### src/rtl/timer_pkg.sv
// Shared types and constants for the countdown timer slice.
package timer_pkg;

  localparam int unsigned HOURS_W = 4;
  localparam int unsigned MINS_W  = 6;
  localparam logic [MINS_W-1:0] MINS_MAX = 6'd59;

  typedef enum logic [2:0] {
    IDLE,
    SET_H,
    SET_M,
    RUN,
    PAUSE,
    ALARM
  } timer_state_t;

endpackage

### src/rtl/timer_tick_gen.sv
// Wrapping prescaler: counts 0..last_i while enabled and not held, ticks on wrap.
// Shared between the minute prescaler and the alarm duration count.
module timer_tick_gen #(
  parameter int unsigned CNT_W = 8
) (
  input  logic             clk,
  input  logic             rst_n,
  input  logic             clear_i,
  input  logic             hold_i,
  input  logic             enable_i,
  input  logic [CNT_W-1:0] last_i,
  output logic             tick_o
);

  logic [CNT_W-1:0] cnt_q;
  logic             at_last;

  assign at_last = (cnt_q == last_i);
  assign tick_o  = enable_i && !hold_i && at_last;

  always_ff @(posedge clk) begin
    if (!rst_n || clear_i) begin
      cnt_q <= '0;
    end else if (enable_i && !hold_i) begin
      cnt_q <= at_last ? '0 : cnt_q + 1'b1;
    end
  end

endmodule

### src/rtl/timer_ctrl_fsm.sv
// Countdown timer control FSM with hours/minutes value registers.
// Optional edit-field blinking is built when TIMER_BLINK_EN is defined.
module timer_ctrl_fsm
  import timer_pkg::*;
#(
  parameter int unsigned TICKS_PER_MIN = 32'd3000000000,
  parameter int unsigned MAX_HOURS     = 12,
  parameter int unsigned ALARM_CYCLES  = 500000000,
  parameter int unsigned BLINK_CYCLES  = 25000000
) (
  input  logic               clk,
  input  logic               rst_n,
  input  logic               mode_p,
  input  logic               inc_p,
  input  logic               start_stop_p,
  output logic [HOURS_W-1:0] hours_cur,
  output logic [MINS_W-1:0]  mins_cur,
  output logic               running,
  output logic               alarm,
  output logic               blank_hours,
  output logic               blank_mins
);

  localparam int unsigned CNT_SPAN = (TICKS_PER_MIN > ALARM_CYCLES) ? TICKS_PER_MIN : ALARM_CYCLES;
  localparam int unsigned CNT_W    = $clog2(CNT_SPAN);
  localparam logic [CNT_W-1:0]   TICK_LAST  = CNT_W'(TICKS_PER_MIN - 1);
  localparam logic [CNT_W-1:0]   ALARM_LAST = CNT_W'(ALARM_CYCLES - 1);
  localparam logic [HOURS_W-1:0] HOURS_MAX  = HOURS_W'(MAX_HOURS);

  if (TICKS_PER_MIN < 2 || MAX_HOURS < 1 || MAX_HOURS > 15 ||
      ALARM_CYCLES < 1 || BLINK_CYCLES < 1) begin : g_bad_params
    $error("timer_ctrl_fsm: parameter out of range");
  end

  timer_state_t       state_q;
  logic [HOURS_W-1:0] hours_q;
  logic [MINS_W-1:0]  mins_q;
  logic               running_q;
  logic               alarm_q;

  logic               any_pulse;
  logic               cnt_enable;
  logic               cnt_hold;
  logic               cnt_clear;
  logic [CNT_W-1:0]   cnt_last;
  logic               tick;

  assign any_pulse  = start_stop_p || mode_p || inc_p;
  assign cnt_enable = (state_q == RUN) || (state_q == PAUSE) || (state_q == ALARM);
  assign cnt_hold   = (state_q == PAUSE);
  // Entry to RUN/ALARM needs no explicit clear: IDLE holds the counter at 0 and
  // RUN->ALARM only happens on a tick, where the counter wraps to 0 anyway.
  assign cnt_clear  = !cnt_enable ||
                      ((state_q == PAUSE) && mode_p && !start_stop_p) ||
                      ((state_q == ALARM) && any_pulse);
  assign cnt_last   = (state_q == ALARM) ? ALARM_LAST : TICK_LAST;

  timer_tick_gen #(
    .CNT_W(CNT_W)
  ) u_tick_gen (
    .clk     (clk),
    .rst_n   (rst_n),
    .clear_i (cnt_clear),
    .hold_i  (cnt_hold),
    .enable_i(cnt_enable),
    .last_i  (cnt_last),
    .tick_o  (tick)
  );

  always_ff @(posedge clk) begin
    if (!rst_n) begin
      state_q   <= IDLE;
      hours_q   <= '0;
      mins_q    <= '0;
      running_q <= 1'b0;
      alarm_q   <= 1'b0;
    end else begin
      unique case (state_q)
        IDLE: begin
          if (start_stop_p) begin
            if (hours_q != '0 || mins_q != '0) begin
              state_q   <= RUN;
              running_q <= 1'b1;
            end
          end else if (mode_p) begin
            state_q <= SET_H;
          end
        end
        SET_H: begin
          if (start_stop_p) begin
            state_q <= IDLE;
          end else if (mode_p) begin
            state_q <= SET_M;
          end else if (inc_p) begin
            hours_q <= (hours_q == HOURS_MAX) ? '0 : hours_q + 1'b1;
          end
        end
        SET_M: begin
          if (start_stop_p || mode_p) begin
            state_q <= IDLE;
          end else if (inc_p) begin
            mins_q <= (mins_q == MINS_MAX) ? '0 : mins_q + 1'b1;
          end
        end
        RUN: begin
          if (start_stop_p) begin
            state_q   <= PAUSE;
            running_q <= 1'b0;
          end else if (tick) begin
            if (mins_q != '0) begin
              mins_q <= mins_q - 1'b1;
              if (mins_q == 6'd1 && hours_q == '0) begin
                state_q   <= ALARM;
                running_q <= 1'b0;
                alarm_q   <= 1'b1;
              end
            end else if (hours_q != '0) begin
              mins_q  <= MINS_MAX;
              hours_q <= hours_q - 1'b1;
            end
          end
        end
        PAUSE: begin
          if (start_stop_p) begin
            state_q   <= RUN;
            running_q <= 1'b1;
          end else if (mode_p) begin
            state_q <= IDLE;
          end
        end
        ALARM: begin
          if (any_pulse || tick) begin
            state_q <= IDLE;
            alarm_q <= 1'b0;
          end
        end
        default: begin
          state_q   <= IDLE;
          running_q <= 1'b0;
          alarm_q   <= 1'b0;
        end
      endcase
    end
  end

  assign hours_cur = hours_q;
  assign mins_cur  = mins_q;
  assign running   = running_q;
  assign alarm     = alarm_q;

`ifdef TIMER_BLINK_EN
  localparam int unsigned BLINK_W = (BLINK_CYCLES > 1) ? $clog2(BLINK_CYCLES) : 1;
  localparam logic [BLINK_W-1:0] BLINK_LAST = BLINK_W'(BLINK_CYCLES - 1);

  logic [BLINK_W-1:0] blink_cnt_q;
  logic               blank_h_q;
  logic               blank_m_q;

  // Staying in an edit state means neither start_stop_p nor mode_p this cycle;
  // any other case (including entry and exit) restarts the phase as visible.
  always_ff @(posedge clk) begin
    if (!rst_n) begin
      blink_cnt_q <= '0;
      blank_h_q   <= 1'b0;
      blank_m_q   <= 1'b0;
    end else if ((state_q == SET_H || state_q == SET_M) && !start_stop_p && !mode_p) begin
      if (inc_p) begin
        blink_cnt_q <= '0;
        blank_h_q   <= 1'b0;
        blank_m_q   <= 1'b0;
      end else if (blink_cnt_q == BLINK_LAST) begin
        blink_cnt_q <= '0;
        if (state_q == SET_H) begin
          blank_h_q <= !blank_h_q;
        end else begin
          blank_m_q <= !blank_m_q;
        end
      end else begin
        blink_cnt_q <= blink_cnt_q + 1'b1;
      end
    end else begin
      blink_cnt_q <= '0;
      blank_h_q   <= 1'b0;
      blank_m_q   <= 1'b0;
    end
  end

  assign blank_hours = blank_h_q;
  assign blank_mins  = blank_m_q;
`else
  assign blank_hours = 1'b0;
  assign blank_mins  = 1'b0;
`endif

endmodule

### config.mk
export PLATFORM = sky130hd
export DESIGN_NAME = timer_ctrl_fsm
export DESIGN_NICKNAME = d
export VERILOG_FILES = /design/src/rtl/timer_pkg.sv /design/src/rtl/timer_tick_gen.sv /design/src/rtl/timer_ctrl_fsm.sv
export SDC_FILE = /design/constraint.sdc
export NUM_CORES = 1
export LEC_CHECK = 0
export ABC_CLOCK_PERIOD_IN_PS = 6600
export CORE_ASPECT_RATIO = 0.9
export CORE_UTILIZATION = 40
export CTS_BUF_LIST = sky130_fd_sc_hd__clkbuf_4 sky130_fd_sc_hd__clkbuf_8
export CTS_CLUSTER_DIAMETER = 30
export CTS_CLUSTER_SIZE = 20
export DETAILED_ROUTE_END_ITERATION = 6
export PLACE_DENSITY = 0.54
export SETUP_SLACK_MARGIN = 0.15
export SLEW_MARGIN = 40
export SYNTH_ARGS = -nofsm -noshare
export SYNTH_HDL_FRONTEND = slang
export SYNTH_HIERARCHICAL = 1
export SYNTH_SLANG_ARGS = --single-unit
### constraint.sdc
create_clock -name clk -period 6.6 [get_ports clk]
set_input_delay 1.65 -clock clk [delete_from_list [all_inputs] [get_ports clk]]
set_output_delay 1.65 -clock clk [all_outputs]
set_load 0.01 [all_outputs]
==> results.txt, run 1 <==
----------------------------------------------------
[Synth]
  Average footprint of a synthesized cell ... 8.44 µm²
  Post-synthesis sequential area ratio ... between 20% and 30%
  Number of warnings reported in the yosys synthesis log ... 6
  Area of the mapped netlist ... 3340 µm²
  Distinct cells, synth ... 65
  Cells after synthesis ... 396
  FF+latch count, synth ... 47
  Post-synthesis async set-or-reset flop share ... 0%
  Leading register cell type out of synthesis ... dfxtp_1
  EDFF count, synth ... 0

[Power and ir drop]
  Switch share ... between 30 and 40%
  Combinational group share of total power ... between 20% and 30%
  PwrDens ... 182 nW/µm²
  Total design power ... about 0.00067 W
  Maximum vdd drop ... between 0.1 and 0.15 mV
  Total leakage power ... roughly 1.3 nW
  Clk network pwr share ... 32.6%
  Net load switching power ... 0.000203 W
  Internal Pwr Total ... 0.000465 W
  Fraction of power consumed by sequential logic ... between 40% and 50%

[STA]
  Crit share post-route ... approximately 65%
  Unrepaired setup endpoints after global routing ... no
  Final hold vios ... 0
  Final setup slack of the worst path ... around 2300 ps
  Setup TNS ... 0 ps
  Maximum operating frequency ... 232 MHz
  Final Critical Period ... roughly 4300 ps
  Worst Skew ... roughly 10 ps
  Slew Viols, Final ... 0
  Slew at the pin closest to its max-slew limit ... between 800 and 900 ps
  Headroom to the max-slew limit ... a little under half
  Final-report setup violation count ... 0

[Placed design]
  Instance count after placement with tap cells included ... 505
  IO Port Bufs ... 16
  RD Place Congestion ... around 0.9
  Instance area at placement ... 3560 µm²
  Half-perimeter wire length of the detailed placement result ... 5.64 mm
  Placement-stage worst setup slack ... approximately 2400 ps

[Routing]
  Max layer used ... met4
  Wire length on met1 ... about 4.3 mm
  Total DRC errors in the routed layout ... 0
  Met2 wire len ... ~3.1 mm
  Met3 WL post-DR ... 291 µm
  Detailed-routing iteration count for the pre-antenna-repair pass ... 7
  Number of vias in the routed layout ... 2853
  Wire length per cell ... 15.2 µm
  Per-cell via count in the routed design ... 5.56
  Total wire length after detailed routing ... 7.81 mm
  ANT nets after route ... 0
  Iter 0 DRT Violations ... about 150

[Min path]
  HP Class ... flip-flop to flip-flop
  Number of cells traversed by the worst hold path ... 2
  Capture endpoint of the worst hold path ... running$_SDFFE_PN0P_
  Hold path startpoint ... running$_SDFFE_PN0P_

[Job]
  Number of maximum-capacitance constraint violations ... 0

[Status]
  Outcome ... complete, no violations

[Clocking]
  Clock sink count ... 47
  Hold bufs inserted after CTS ... 0
  Clock slew seen by the registers of the worst setup and hold paths ... 90 ps
  H-tree depth reported by CTS ... 2
  CTS buffer count ... 5
  Quantity of gates resized following cts ... 0
  CTS tree ... done
  Clock latency on the worst-skew pair ... 310 ps
  # Post-CTS Setup Buffers ... 0
  Clock root cell ... clkbuf_8
  Maximum clock insertion buffer count ... 2

[Setup path]
  Cell family with the largest share of critical-path delay ... simple AND/OR/NAND/NOR gates
  Cells traversed along the worst timing path ... nand3b_1 -> nand2_1 -> nor2b_1 -> nand2_1 -> or4_4 -> nor3_1 -> nand2_1 -> a211oi_2 -> o311ai_0 -> a32o_1
  Required arrival time at the worst endpoint ... just under 7000 ps
  Reg-to-reg critical path startpoint ... state_q[0]$_SDFFE_PN0P_
  Most frequent cell on the critical path ... nand2_1
  Buffers & Inverters on Critical Path ... 0
  Crit path arrival time ... 4520 ps
  Nature of the critical path endpoint ... flip-flop
  Register-to-register setup slack ... 2280 ps
  Slowest stage cell on the critical path ... dfxtp_1
  Maximum single-stage delay on the critical path ... 660 ps
  Launching element type of the critical path ... flip-flop
  Number of cells traversed by the worst register-to-register path ... 10
  Critical path start-end classification ... flip-flop to flip-flop
  Endpoint of the most critical register-to-register path ... mins_cur[3]$_SDFFE_PN0P_
  Largest fanout of any net on the critical path ... 19

[Die]
  Initial standard-cell utilization of the core ... 41.4%
  Cell row count ... 31
  Overall die height ... 88.7 µm
  Die ar. ... around 8700 µm²
  Top-level port count ... 19
  Core region area ... 8070 µm²
  Overall die width ... 98.3 µm

[Global routing]
  Overall fraction of global-route tracks in use ... between 10% and 20%
  Number of antenna violations at the first check in global routing ... 0
  Remaining global-route overflow ... 0
  Maximum number of pins on one net before global-route repair ... 20
  Number of global-route vias before repair ... 2544
  First-pass GRT wire length ... 12.9 mm

[Finish]
  Post-Layout Cell Count ... 513
  Post-layout nets ... 426
  P&R area growth vs syn ... 10.0%
  Fraction of final layout cells with drive strength greater than 1 ... 9.42%
  Summed area of non-filler cells in the final layout ... roughly 3700 µm²
  Antenna cells ... 0

----------------------------------------------------
[synth_stat cells, types with 8 or more instances]
| cell | n | area (µm²) |
|---|---|---|
| nand4_1 | 19 | 119 |
| ha_1 | 8 | 100 |
| xnor2_1 | 27 | 236 |
| nor4_1 | 11 | 68.8 |
| nor2_2 | 10 | 62.6 |
| inv_1 | 11 | 41.3 |
| xor2_1 | 37 | 324 |
| nand2_1 | 27 | 101 |
| dfxtp_1 | 47 | 941 |
| clkbuf_1 | 14 | 52.6 |
| nor2_1 | 33 | 124 |
| nand3_1 | 13 | 65.1 |
| a21oi_1 | 16 | 80.1 |
[layer usage]
metal | vias up | global-route usage [%]
met5 | - | 0
met4 | 0 | 5.97
met3 | 18 | 3.08
met2 | 79 | 26.0
met1 | 1313 | 28.6
li1 | 1443 | -
[per-stage QoR]
step                      util [%]  hold WS, ps
after floorplan                  -          476
after global placement        44.2          447
after detailed placement      44.2          456
after CTS                     45.5          469
after global routing          45.5          499
final                         45.5          467
[power by group through the flow]
stage | clock [W] | combinational (W) | sequential (W)
2_1_floorplan | 0 | 0.000122 | 0.000307
3_3_place_gp | 0 | 0.000134 | 0.000322
3_5_place_dp | 0 | 0.000133 | 0.000323
4_1_cts | 0.000226 | 0.000133 | 0.000316
5_1_grt | 0.000237 | 0.000149 | 0.000320
6_report | 0.000218 | 0.000134 | 0.000316
[worst max-delay path by stage]
stage / from / cells past startpoint / endpoint
2_1_floorplan: state_q[2]$_SDFFE_PN0P_ / 12 / hours_cur[3]$_SDFFE_PN0P_
3_3_place_gp: state_q[2]$_SDFFE_PN0P_ / 11 / mins_cur[3]$_SDFFE_PN0P_
3_5_place_dp: state_q[0]$_SDFFE_PN0P_ / 10 / mins_cur[3]$_SDFFE_PN0P_
4_1_cts: state_q[0]$_SDFFE_PN0P_ / 10 / hours_cur[3]$_SDFFE_PN0P_
5_1_grt: state_q[0]$_SDFFE_PN0P_ / 10 / mins_cur[3]$_SDFFE_PN0P_
6_report: state_q[0]$_SDFFE_PN0P_ / 10 / mins_cur[3]$_SDFFE_PN0P_
[state kept, by name, indices dropped and copies added, names as in the netlist]
| name | flops |
|---|---|
| alarm | 1 |
| hours_cur | 4 |
| mins_cur | 6 |
| running | 1 |
| state_q | 3 |
| u_tick_gen/cnt_q | 32 |
[layout make-up]
| class | instances | area (µm²) |
|---|---|---|
| fill | 833 | 4390 |
| clock buffer | 5 | 68.8 |
| clock inverter | 3 | 43.8 |
| multi-input combinational | 329 | 2270 |
| tap | 99 | 124 |
| inverter | 11 | 41.3 |
| sequential | 47 | 941 |
| timing repair buffer | 19 | 183 |
[cell families (layout without fill, tap and decap cells)]
logic type                 count (synthesis)  after routing  share of synthesized area [%]
and+or+nand+nor                          167            167                           29.3
xor gates and xnor gates                  65             65                           17.3
AOI/OAI and AO/OA                         62             62                           14.2
DFF                                       47             47                           28.2
buffers and inverters                     38             38                           5.80
adders and majority gates                  8              8                           3.00
muxes                                      7              7                           2.10
other                                      2             20                          0.225
[worst reg2reg max path, cell delays in order (launching register included)]
cell and delay, ps:
dfxtp_1 660, nand3b_1 560, nand2_1 290, nor2b_1 420, nand2_1 100, or4_4 450, nor3_1 590, nand2_1 190
a211oi_2 430, o311ai_0 220, a32o_1 290
[cell usage in the layout, fill, tap and decap left out, types with 4 or more instances in the layout]
master,instances
a21oi_1,16
nor4_1,11
xnor2_1,27
nor3_1,7
clkdlybuf4s50_1,16
nand2b_1,4
nor2_1,33
inv_1,11
nand4_1,19
and3_1,4
nor2_2,10
a211oi_1,4
nand4b_1,4
xor2_1,37
nand2_1,27
and4_1,4
dfxtp_1,47
clkbuf_8,5
conb_1,20
mux2i_1,7
o211ai_1,6
nand3_1,13
ha_1,8
nor4_2,4
(Power assumes the default switching activity.)
==> inputs of run 2 (changes only) <==
--- a/config.mk
+++ b/config.mk
@@ -5,14 +5,14 @@
 export SDC_FILE = /design/constraint.sdc
 export NUM_CORES = 1
 export LEC_CHECK = 0
-export ABC_CLOCK_PERIOD_IN_PS = 6600
+export ABC_CLOCK_PERIOD_IN_PS = 3450
 export CORE_ASPECT_RATIO = 0.9
 export CORE_UTILIZATION = 40
 export CTS_BUF_LIST = sky130_fd_sc_hd__clkbuf_4 sky130_fd_sc_hd__clkbuf_8
 export CTS_CLUSTER_DIAMETER = 30
 export CTS_CLUSTER_SIZE = 20
 export DETAILED_ROUTE_END_ITERATION = 6
-export PLACE_DENSITY = 0.54
+export PLACE_DENSITY = 0.56
 export SETUP_SLACK_MARGIN = 0.15
 export SLEW_MARGIN = 40
 export SYNTH_ARGS = -nofsm -noshare
==> constraint.sdc (replaced) <==
create_clock -name clk -period 3.45 [get_ports clk]
set_input_delay 0.8625 -clock clk [delete_from_list [all_inputs] [get_ports clk]]
set_output_delay 0.8625 -clock clk [all_outputs]
set_load 0.01 [all_outputs]
==> run 2 against run 1 <==
  * Combinational power grew 130%
  * Via count decreased by 0.95%
  * Die area stayed put
  * Register-to-register slack got worse by 1900 ps
  * First-iteration DRC count fell by 15%
  * Clock power is 120% higher
  * Global-route usage is 0.34 points higher
  * Sequential share of layout area shrank 0.60 points
  * Cell count grew 1.2%
  * Setup slack lost 1900 ps
==> results.txt, run 2 (synthesis gave the netlist of run 1 again) <==
----------------------------------------------------
[STA]
  Final hold vios ... 0
  Slew at the pin closest to its max-slew limit ... 748 ps
  Maximum operating frequency ... about 320 MHz
  Setup TNS ... 0 ps
  Unrepaired setup endpoints after global routing ... no
  Crit share post-route ... roughly nine tenths
  Slew Viols, Final ... 0
  Headroom to the max-slew limit ... 49.7%
  Final-report setup violation count ... 0
  Final Critical Period ... approximately 3100 ps
  Worst Skew ... 8.52 ps

[Finish]
  Most common library cell in the layout ignoring fill and taps ... dfxtp_1
  Top library cells by usage in the layout, fill and taps aside ... 47 x dfxtp_1, 37 x xor2_1, 33 x nor2_1
  Register containing the most flip-flops in the final layout ... u_tick_gen/cnt_q
  Antenna cells ... 0
  Flip-flop count of the largest register, all copies and words added ... 32
  Post-layout nets ... 432
  Sequential Area ... 941 µm²
  Area occupied by multi-input gates ... between 2000 and 2500 µm²
  Fraction of final layout cells with drive strength greater than 1 ... a little under an eighth
  End-of-flow core utilization ... 46.6%
  Filler cell count ... a little over 800
  P&R area growth vs syn ... 12.6%

[Clocking]
  CTS tree ... done
  Maximum clock insertion buffer count ... 2
  Hold bufs inserted after CTS ... 0
  Clock sink count ... 47
  Clock latency on the worst-skew pair ... 300 ps
  Clock root cell ... clkbuf_8
  Clock slew seen by the registers of the worst setup and hold paths ... around 90 ps
  H-tree depth reported by CTS ... 2
  CTS buffer count ... 5

[Routing]
  Total DRC errors in the routed layout ... 0
  Wire length per cell ... 15.1 µm
  ANT nets after route ... 0
  Iter 0 DRT Violations ... 123
  Detailed-routing iteration count for the pre-antenna-repair pass ... 4
  Per-cell via count in the routed design ... 5.45
  Number of vias in the routed layout ... 2826
  Total wire length after detailed routing ... 7.82 mm

[Global routing]
  Global Route met1 Usage ... 29.4%
  Overall fraction of global-route tracks in use ... 19.0%
  Number of global-route vias before repair ... 2575
  First-pass GRT wire length ... 13.2 mm
  Met2 track demand over resource in global routing ... 27.3%
  Met3 capacity usage during global routing ... 2.61%
  Maximum number of pins on one net before global-route repair ... 33
  Number of antenna violations at the first check in global routing ... 0
  Remaining global-route overflow ... 0
  GR peak layer ... met1

[Job]
  Number of maximum-capacitance constraint violations ... 0

[Placed design]
  RD Place Congestion ... 0.844
  IO Port Bufs ... 16
  Half-perimeter wire length of the detailed placement result ... 5.62 mm

[Power and ir drop]
  Fraction of power consumed by sequential logic ... 42.1%
  Combinational group share of total power ... 22.3%
  Clk network pwr share ... between 30% and 40%
  Internal Pwr Total ... around 0.00098 W
  PwrDens ... 364 nW/µm²
  Total leakage power ... 1.32 nW
  Net load switching power ... between 0.0003 and 0.0004 W
  Maximum vdd drop ... 0.212 mV
  Switch share ... 28.5%

[Status]
  Outcome ... complete, no violations

[Setup path]
  Reg-to-reg critical path startpoint ... state_q[2]$_SDFFE_PN0P_
  Number of cells traversed by the worst register-to-register path ... 11
  Largest fanout of any net on the critical path ... 8
  Critical path start-end classification ... flip-flop to flip-flop
  Register-to-register setup slack ... roughly 350 ps
  Launching element type of the critical path ... flip-flop
  Crit path arrival time ... 3320 ps
  Nature of the critical path endpoint ... flip-flop
  Required arrival time at the worst endpoint ... 3670 ps
  Endpoint of the most critical register-to-register path ... hours_cur[3]$_SDFFE_PN0P_

[Die]
  Initial standard-cell utilization of the core ... 41.4%
  Core region area ... 8070 µm²
  Die ar. ... 8720 µm²
  Overall die width ... 98.3 µm
  Cell row count ... 31
  Overall die height ... 88.7 µm
  Top-level port count ... 19

[Min path]
  Number of cells traversed by the worst hold path ... 2
  HP Class ... flip-flop to flip-flop
  Hold path startpoint ... running$_SDFFE_PN0P_
  Capture endpoint of the worst hold path ... running$_SDFFE_PN0P_

----------------------------------------------------
==> run 2: cell types whose count changed in the layout (fill, tap and decap cells not counted), sizes merged <==
cell      delta
clkinvlp     +1
buf          +6
clkinv       -2
bufinv       +1
==> run 2: cell type report <==
class / instances / share of cell area (%)
inverters: 11 / 1.16
repair buffers: 25 / 6.05
flip-flops and latches: 47 / 25.0
well taps: 99 / 3.29
clock inverters: 3 / 1.80
multi-input cells: 329 / 60.9
clock buffers: 5 / 1.83
==> run 2: worst max path at each step <==
| stage | start | cells past startpoint | slack, ps | endpoint |
|---|---|---|---|---|
| 2_1_floorplan | state_q[2]$_SDFFE_PN0P_ | 12 | 180 | hours_cur[3]$_SDFFE_PN0P_ |
| 3_3_place_gp | state_q[2]$_SDFFE_PN0P_ | 11 | 300 | hours_cur[3]$_SDFFE_PN0P_ |
| 3_5_place_dp | state_q[2]$_SDFFE_PN0P_ | 11 | 220 | hours_cur[3]$_SDFFE_PN0P_ |
| 4_1_cts | state_q[2]$_SDFFE_PN0P_ | 11 | 190 | hours_cur[3]$_SDFFE_PN0P_ |
| 5_1_grt | state_q[2]$_SDFFE_PN0P_ | 11 | 150 | hours_cur[3]$_SDFFE_PN0P_ |
| 6_report | state_q[2]$_SDFFE_PN0P_ | 11 | 350 | hours_cur[3]$_SDFFE_PN0P_ |
==> run 2: per-stage QoR <==
step	instance area (µm²)	std cells	setup slack (ps)	hold slack, ps	total power [W]
2_1_floorplan	3420	414	179	476	0.000822
3_3_place_gp	3610	510	296	445	0.000891
3_5_place_dp	3610	510	224	461	0.000892
4_1_cts	3740	518	187	476	0.00138
5_1_grt	3760	519	154	510	0.00145
6_report	3760	519	346	474	0.00137
==> run 2: repair_timing <==
| action | in CTS | in global routing |
|---|---|---|
| setup buffers | 0 | 1 |
| gates resized for setup | 0 | 3 |
| setup endpoints to repair | 0 | 9 |
==> run 2: power by group through the flow <==
stage | Sequential (W) | Clock [W] | Combinational [W]
2_1_floorplan | 0.000588 | 0 | 0.000234
3_3_place_gp | 0.000589 | 0 | 0.000303
3_5_place_dp | 0.000589 | 0 | 0.000303
4_1_cts | 0.000576 | 0.000505 | 0.000304
5_1_grt | 0.000580 | 0.000530 | 0.000339
6_report | 0.000576 | 0.000486 | 0.000306
==> run 2: worst max-delay path: stages, from the launching register on <==
cell and delay (ps):
dfxtp_1 340, nor2b_2 180, nand2_2 180, inv_4 170, xnor2_1 130, nand4_1 100, or4_4 590, nor3_4 270
nand2_1 80, or4b_4 530, and2_1 190, o32ai_1 270
==> run 2: per-layer routing <==
metal | share of wire [%] | vias to the layer above
li1 | - | 1455
met4 | 0.51 | 0
met3 | 4.6 | 5
met5 | 0 | -
met1 | 55 | 1309
met2 | 40 | 57
==> inputs of run 3 (changes only) <==
--- a/config.mk
+++ b/config.mk
@@ -7,12 +7,12 @@
 export LEC_CHECK = 0
 export ABC_CLOCK_PERIOD_IN_PS = 3450
 export CORE_ASPECT_RATIO = 0.9
-export CORE_UTILIZATION = 40
+export CORE_UTILIZATION = 38
 export CTS_BUF_LIST = sky130_fd_sc_hd__clkbuf_4 sky130_fd_sc_hd__clkbuf_8
 export CTS_CLUSTER_DIAMETER = 30
 export CTS_CLUSTER_SIZE = 20
 export DETAILED_ROUTE_END_ITERATION = 6
-export PLACE_DENSITY = 0.56
+export PLACE_DENSITY = 0.54
 export SETUP_SLACK_MARGIN = 0.15
 export SLEW_MARGIN = 40
 export SYNTH_ARGS = -nofsm -noshare
==> run 3 against run 2 <==
  * Maximum frequency increased by 1.1%
  * Via count fell by 0.67%
  * Non-clock buffer count unchanged
  * Utilization decreased by 3.0 points
  * Global-route usage decreased by 1.2 points
  * Clock-buffer cell count is 2 higher
  * Sequential power about the same
  * Combinational power is 1% lower
  * Setup slack better by 33 ps
  * Sequential share of layout area is 0.18 points higher
  * Clock skew shrank 3.9 ps
  * Largest cell class unchanged
  * Largest power group unchanged
==> results.txt, run 3 (synthesis gave the netlist of run 1 again) <==
----------------------------------------------------
[STA]
  Crit share post-route ... approximately nine tenths
  Slew Viols, Final ... 0
  Setup TNS ... 0 ps
  Final Critical Period ... 3070 ps
  WHS ... 458 ps
  Slew at the pin closest to its max-slew limit ... 753 ps
  Final hold vios ... 0
  Final-report setup violation count ... 0
  Unrepaired setup endpoints after global routing ... no
  Maximum operating frequency ... between 300 and 400 MHz
  Worst Skew ... 4.61 ps
  Headroom to the max-slew limit ... around half

[Routing]
  Per-cell via count in the routed design ... 5.21
  Number of vias in the routed layout ... 2807
  Wire length per cell ... between 10 and 15 µm
  Detailed-routing iteration count for the pre-antenna-repair pass ... 4
  Total wire length after detailed routing ... approximately 7.6 mm
  Iter 0 DRT Violations ... around 170
  Total DRC errors in the routed layout ... 0
  ANT nets after route ... 0

[Finish]
  Filler cell count ... 900
  Post-layout nets ... 432
  Fraction of final layout cells with drive strength greater than 1 ... between 10% and 20%
  Register containing the most flip-flops in the final layout ... u_tick_gen/cnt_q
  Flip-flop count of the largest register, all copies and words added ... 32
  Top library cells by usage in the layout, fill and taps aside ... 47 x dfxtp_1, 37 x xor2_1, 33 x nor2_1
  Antenna cells ... 0
  Most common library cell in the layout ignoring fill and taps ... dfxtp_1
  P&R area growth vs syn ... 11.8%

[Power and ir drop]
  Total leakage power ... 1.30 nW
  Maximum vdd drop ... 0.131 mV
  PwrDens ... ~330 nW/µm²

[Setup path]
  Launching element type of the critical path ... flip-flop
  Maximum single-stage delay on the critical path ... 580 ps
  Crit path arrival time ... roughly 3300 ps
  Largest fanout of any net on the critical path ... 7
  Slowest stage cell on the critical path ... or4_4
  Cells traversed along the worst timing path ... nor2b_1 -> nand2_2 -> inv_2 -> xnor2_1 -> nand4_1 -> or4_4 -> nor3_4 -> nand2_1 -> or4b_4 -> and2_1 -> o32ai_1
  Cell family with the largest share of critical-path delay ... simple AND/OR/NAND/NOR gates
  Critical path start-end classification ... flip-flop to flip-flop
  Buffers & Inverters on Critical Path ... 1
  Required arrival time at the worst endpoint ... 3660 ps
  Nature of the critical path endpoint ... flip-flop

[Placed design]
  Half-perimeter wire length of the detailed placement result ... 5.55 mm
  IO Port Bufs ... 16
  RD Place Congestion ... 0.855

[Status]
  Outcome ... complete, no violations

[Die]
  Top-level port count ... 19
  Initial standard-cell utilization of the core ... 39.0%
  Cell row count ... 32
  Die ar. ... 9170 µm²
  Core region area ... 8570 µm²
  Overall die height ... approximately 90 µm
  Overall die width ... 101 µm

[Global routing]
  Number of antenna violations at the first check in global routing ... 0
  Number of global-route vias before repair ... 2567
  Overall fraction of global-route tracks in use ... 17.8%
  First-pass GRT wire length ... 13.0 mm
  Remaining global-route overflow ... 0
  Maximum number of pins on one net before global-route repair ... 20

[Clocking]
  Clock root cell ... clkbuf_8
  Clock sink count ... 47
  Clock latency on the worst-skew pair ... 290 ps
  Clock slew seen by the registers of the worst setup and hold paths ... approximately 90 ps
  H-tree depth reported by CTS ... 2
  Maximum clock insertion buffer count ... 2
  CTS buffer count ... 5
  CTS tree ... done

[Job]
  Number of maximum-capacitance constraint violations ... 0

[Min path]
  HP Class ... flip-flop to flip-flop

----------------------------------------------------
==> run 3: cell count changes in the layout (fill, tap and decap cells not counted) <==
cell,before,now
clkinv_2,0,1
clkbuf_4,0,2
clkinvlp_4,1,0
inv_2,0,1
inv_4,1,0
nor2b_1,2,3
bufinv_16,2,0
nor2b_2,1,0
==> run 3: per-layer routing <==
layer	track usage (%)	routed length [µm]	up-vias
li1	-	-	1451
met1	28.6	4180	1297
met2	24.0	3060	54
met3	3.31	351	5
met4	3.26	51	0
met5	0	0	-
==> run 3: path summary, 6_finish.rpt <==
| path | from | endpoint | slack, ps | depth (start not counted) |
|---|---|---|---|---|
| setup / recovery | state_q[2]$_SDFFE_PN0P_ | hours_cur[3]$_SDFFE_PN0P_ | 380 | 11 |
| hold / removal | running$_SDFFE_PN0P_ | running$_SDFFE_PN0P_ | 460 | 2 |
| setup reg to reg | state_q[2]$_SDFFE_PN0P_ | hours_cur[3]$_SDFFE_PN0P_ | 380 | 11 |
| hold reg to reg | running$_SDFFE_PN0P_ | running$_SDFFE_PN0P_ | 460 | 2 |
==> run 3: final cells by class <==
| class | instances | area (µm²) | share of cell area, % |
|---|---|---|---|
| Clock inverter | 1 | 5.00 | 0.134 |
| Timing Repair Buffer | 25 | 228 | 6.10 |
| Sequential cell | 47 | 941 | 25.2 |
| Multi-Input combinational cell | 329 | 2290 | 61.2 |
| Clock buffer | 7 | 83.8 | 2.24 |
| Tap cell | 119 | 149 | 3.99 |
| Inverter | 11 | 41.3 | 1.11 |
==> run 3: repair_timing <==
item                       4_1_cts  5_1_grt
hold endpoints to repair         0        0
setup endpoints to repair        0        9
setup buffers                    0        0
resized for setup                0        1
hold buffers                     0        0
==> run 3: stage by stage <==
| stage | utilization (%) | instances | setup WS (ps) | cell area (µm²) | total power (W) |
|---|---|---|---|---|---|
| 2_1_floorplan | - | 414 | 179 | 3420 | 0.000822 |
| 3_3_place_gp | 42.5 | 531 | 336 | 3640 | 0.000892 |
| 3_5_place_dp | 42.5 | 531 | 278 | 3640 | 0.000888 |
| 4_1_cts | 43.5 | 539 | 252 | 3730 | 0.00124 |
| 5_1_grt | 43.6 | 539 | 133 | 3730 | 0.00129 |
| 6_report | 43.6 | 539 | 379 | 3730 | 0.00122 |
==> run 3: worst min-delay path: stages (launching register included) <==
cell and delay (ps):
dfxtp_1 320, nand2_1 50, o21bai_1 50
==> run 3: where the power goes <==
group	internal, W	leakage, nW	switching [W]
Sequential	0.000559	0.379	0.0000178
Clock	0.000158	0.0491	0.000180
Combinational	0.000130	0.874	0.000172
Total	0.000848	1.30	0.000370
